File: config.mk
export PLATFORM = sky130hd
export DESIGN_NAME = timer
export DESIGN_NICKNAME = d
export VERILOG_FILES = /design/src/rtl/timer.sv
export SDC_FILE = /design/constraint.sdc
export NUM_CORES = 1
export LEC_CHECK = 0
export CAP_MARGIN = 25
export CELL_PAD_IN_SITES_DETAIL_PLACEMENT = 1
export CELL_PAD_IN_SITES_GLOBAL_PLACEMENT = 1
export CORE_AREA = 10 10 47 49
export DETAILED_ROUTE_END_ITERATION = 12
export DIE_AREA = 0 0 57 59
export DONT_BUFFER_PORTS = 1
export PLACE_DENSITY_LB_ADDON = 0.1
export RECOVER_POWER = 50
export SLEW_MARGIN = 0
export SYNTH_ARGS = -nofsm -noshare
export SYNTH_HDL_FRONTEND = slang
export SYNTH_SLANG_ARGS = --single-unit
File: constraint.sdc
create_clock -name clk -period 1.4 [get_ports clk]
set_input_delay 0.35 -clock clk [delete_from_list [all_inputs] [get_ports clk]]
set_output_delay 0.35 -clock clk [all_outputs]
set_load 0.01 [all_outputs]
File: src/rtl/timer.sv
// Free-running periodic timer: counts 0..DELAY-1 and strobes done for one cycle
// while the count sits at DELAY-1.
module timer #(
  parameter int DELAY = 16
) (
  input  logic clk,
  input  logic rst,
  output logic done
);

  localparam int W = $clog2(DELAY);
  localparam logic [W-1:0] LAST = W'(DELAY - 1);

  logic [W-1:0] r_count;
  logic         w_at_last;

  assign w_at_last = (r_count == LAST);

  // Period counter; wraps explicitly at LAST so non-power-of-two periods never overrun.
  always_ff @(posedge clk) begin
    if (rst) begin
      r_count <= W'(0);
    end else if (w_at_last) begin
      r_count <= W'(0);
    end else begin
      r_count <= r_count + W'(1);
    end
  end

  // Decoded purely from the count register, so reset reaches done only through r_count.
  assign done = w_at_last;

endmodule

==> impl_metrics.env <==
export IMPL_fill_cells=178
export IMPL_root_buffer="clkbuf_4"
export IMPL_cts_buffer_depth=2
export IMPL_synth_cell_type_count=11
export IMPL_post_cts_buffers=0
export IMPL_fmax_ghz=0.738
export IMPL_insertion_delay_ps=230
export IMPL_rows=14
export IMPL_cp_end_kind="output port"
export IMPL_top_register="r_count"
export IMPL_multi_input_area_sq_um=95.1
export IMPL_final_setup_viol_count=0
export IMPL_path_class="reg -> out"
export IMPL_ios=3
export IMPL_port_buffer_count=0
export IMPL_antenna_found_initial=0
export IMPL_cts_tree="built"
export IMPL_hold_ws_ps=173
export IMPL_track_usage=0.0284
export IMPL_pre_cts_slack_ps=163
export IMPL_cpMaxStageDelayCell="dfxtp_2"
export IMPL_grt_ovfl_total=0
export IMPL_outcome="complete, no violations"
export IMPL_nets=23
export IMPL_rsz0062_at_grt="false"
export IMPL_antenna_cells=0
export IMPL_finalMaxSlewViolations=0
export IMPL_core_sq_um=1400
export IMPL_worst_pin_slew_ps=159
export IMPL_final_setup_skew_ps=1.77
export IMPL_avgSynthCellArea_sq_um=11.1
export IMPL_cap_viol_max_count=0
export IMPL_place_area_sq_um=186
export IMPL_power_total_mw=0.291
export IMPL_initial_utilization=0.119
export IMPL_ir_worst_vdd_v=0.000302
export IMPL_wl_um=363
export IMPL_period_share=0.968
export IMPL_routedWlPerCell_um=10.7
export IMPL_synthesis_instances=15
export IMPL_dieArea_sq_um=3360
export IMPL_most_common_layout_cells="clkbuf_4, a21oi_1, dfxtp_2, dfxtp_1"
export IMPL_regArea_sq_um=82.6
export IMPL_largest_register_ffs=4
export IMPL_synth_area_sq_um=166
export IMPL_path_cells="ha_4, and3_4"
export IMPL_drive_gt1_frac=0.500
export IMPL_startpoint_type="flop"
export IMPL_synth_warnings=0
export IMPL_mostFrequentLayoutCell="clkbuf_4"
export IMPL_syn_nets=18
export IMPL_grt_pass1_vias=139
export IMPL_placedCellCount=31
export IMPL_fin_util=0.160
export IMPL_place_gp_congestion=0.613
export IMPL_crit_fanout=4
export IMPL_critPathMaxStageDelay_ps=380
export IMPL_firstDrtPassIters=1
export IMPL_wl_met1_um=133
export IMPL_layout_cells_non_filler=34
export IMPL_area_growth_pct=34.6
export IMPL_final_area_sq_um=224
export IMPL_h_tree_depth=1
export IMPL_power_leakage_nw=0.0719
export IMPL_fin_crit_ps=1350
export IMPL_worst_endpoint_required_ps=1050
export IMPL_holdCritPathClass="in -> reg"
export IMPL_dp_hpwl_um=285
export IMPL_clk_pin_slew_ps=30
export IMPL_drtAntennaViolNets=0
export IMPL_setup_slack_ps=45.1
export IMPL_reg_top3="r_count x4"
export IMPL_worst_path_buf_inv=0
export IMPL_grt_pass1_wl_um=634
export IMPL_hold_buffers=0
export IMPL_top_layer_used="met4"
export IMPL_wl_met3_um=34
export IMPL_cts_buffers=3
export IMPL_path_delay_family="flip-flops"
export IMPL_ys_seq_area_frac=0.481
export IMPL_dr_wl_met2_um=159
export IMPL_die_width_um=57
export IMPL_slew_headroom=0.894
export IMPL_grt_max_degree=5
export IMPL_power_density_nw_per_um2=1300
export IMPL_tns_ps=0
export IMPL_ys_ff_latch=4
export IMPL_viasPerCell=3.76
export IMPL_drc=0
export IMPL_fp_dieH_um=59
export IMPL_num_vias=128
export IMPL_drt_iter0_drc=0
export IMPL_clock_sinks=4
export IMPL_hold_violations=0
export IMPL_worstPathArrival_ps=1000
[power by group]
group          internal [mW]  total, mW  switching, mW
Combinational         0.0128     0.0185        0.00564
Clock                 0.0956      0.139         0.0434
Sequential             0.123      0.134         0.0102
Total                  0.232      0.291         0.0592
[layer usage]
| metal | GRT usage | vias up |
|---|---|---|
| met3 | 0.0172 | 5 |
| li1 | - | 61 |
| met1 | 0.0224 | 56 |
| met4 | 0.0604 | 0 |
| met2 | 0.0326 | 6 |
| met5 | 0 | - |
[cells in the mapped netlist]
cell type	n	area [sq um]
dfxtp_1	4	80.1
a21oi_1	2	10.0
and3_4	1	11.3
ha_1	1	12.5
inv_1	1	3.75
nand4b_1	1	8.76
nor2_1	1	3.75
nor3_2	1	10.0
nor3b_2	1	12.5
o21ai_0	1	5.00
xnor2_1	1	8.76
[logic make-up after synthesis]
group | after synthesis | synth area share
and+or+nand+nor | 5 | 0.278
xor gates and xnor gates | 1 | 0.0526
DFF | 4 | 0.481
AOI/OAI and AO/OA | 3 | 0.0902
adders and majority gates | 1 | 0.0752
buffers and inverters | 1 | 0.0225
[worst paths after layout]
kind | slack, ps | cells past startpoint | endpoint | start
setup / recovery | 50 | 2 | done | r_count[0]
hold / removal | 170 | 1 | r_count[1] | rst
hold reg to reg | 470 | 1 | r_count[0] | r_count[0]
setup reg to reg | 470 | 4 | r_count[3] | r_count[0]
[what timing repair did]
action,4_1_cts,5_1_grt
resized for setup,3,1
setup endpoints to repair,1,1
gates cloned,0,0
[cell type report]
class,count,share of cell area
clock buffer,3,0.101
inverter,1,0.0168
tap,16,0.0894
multi-input combinational,10,0.425
sequential,4,0.369
Note: power is estimated with default switching activity, not from simulation.
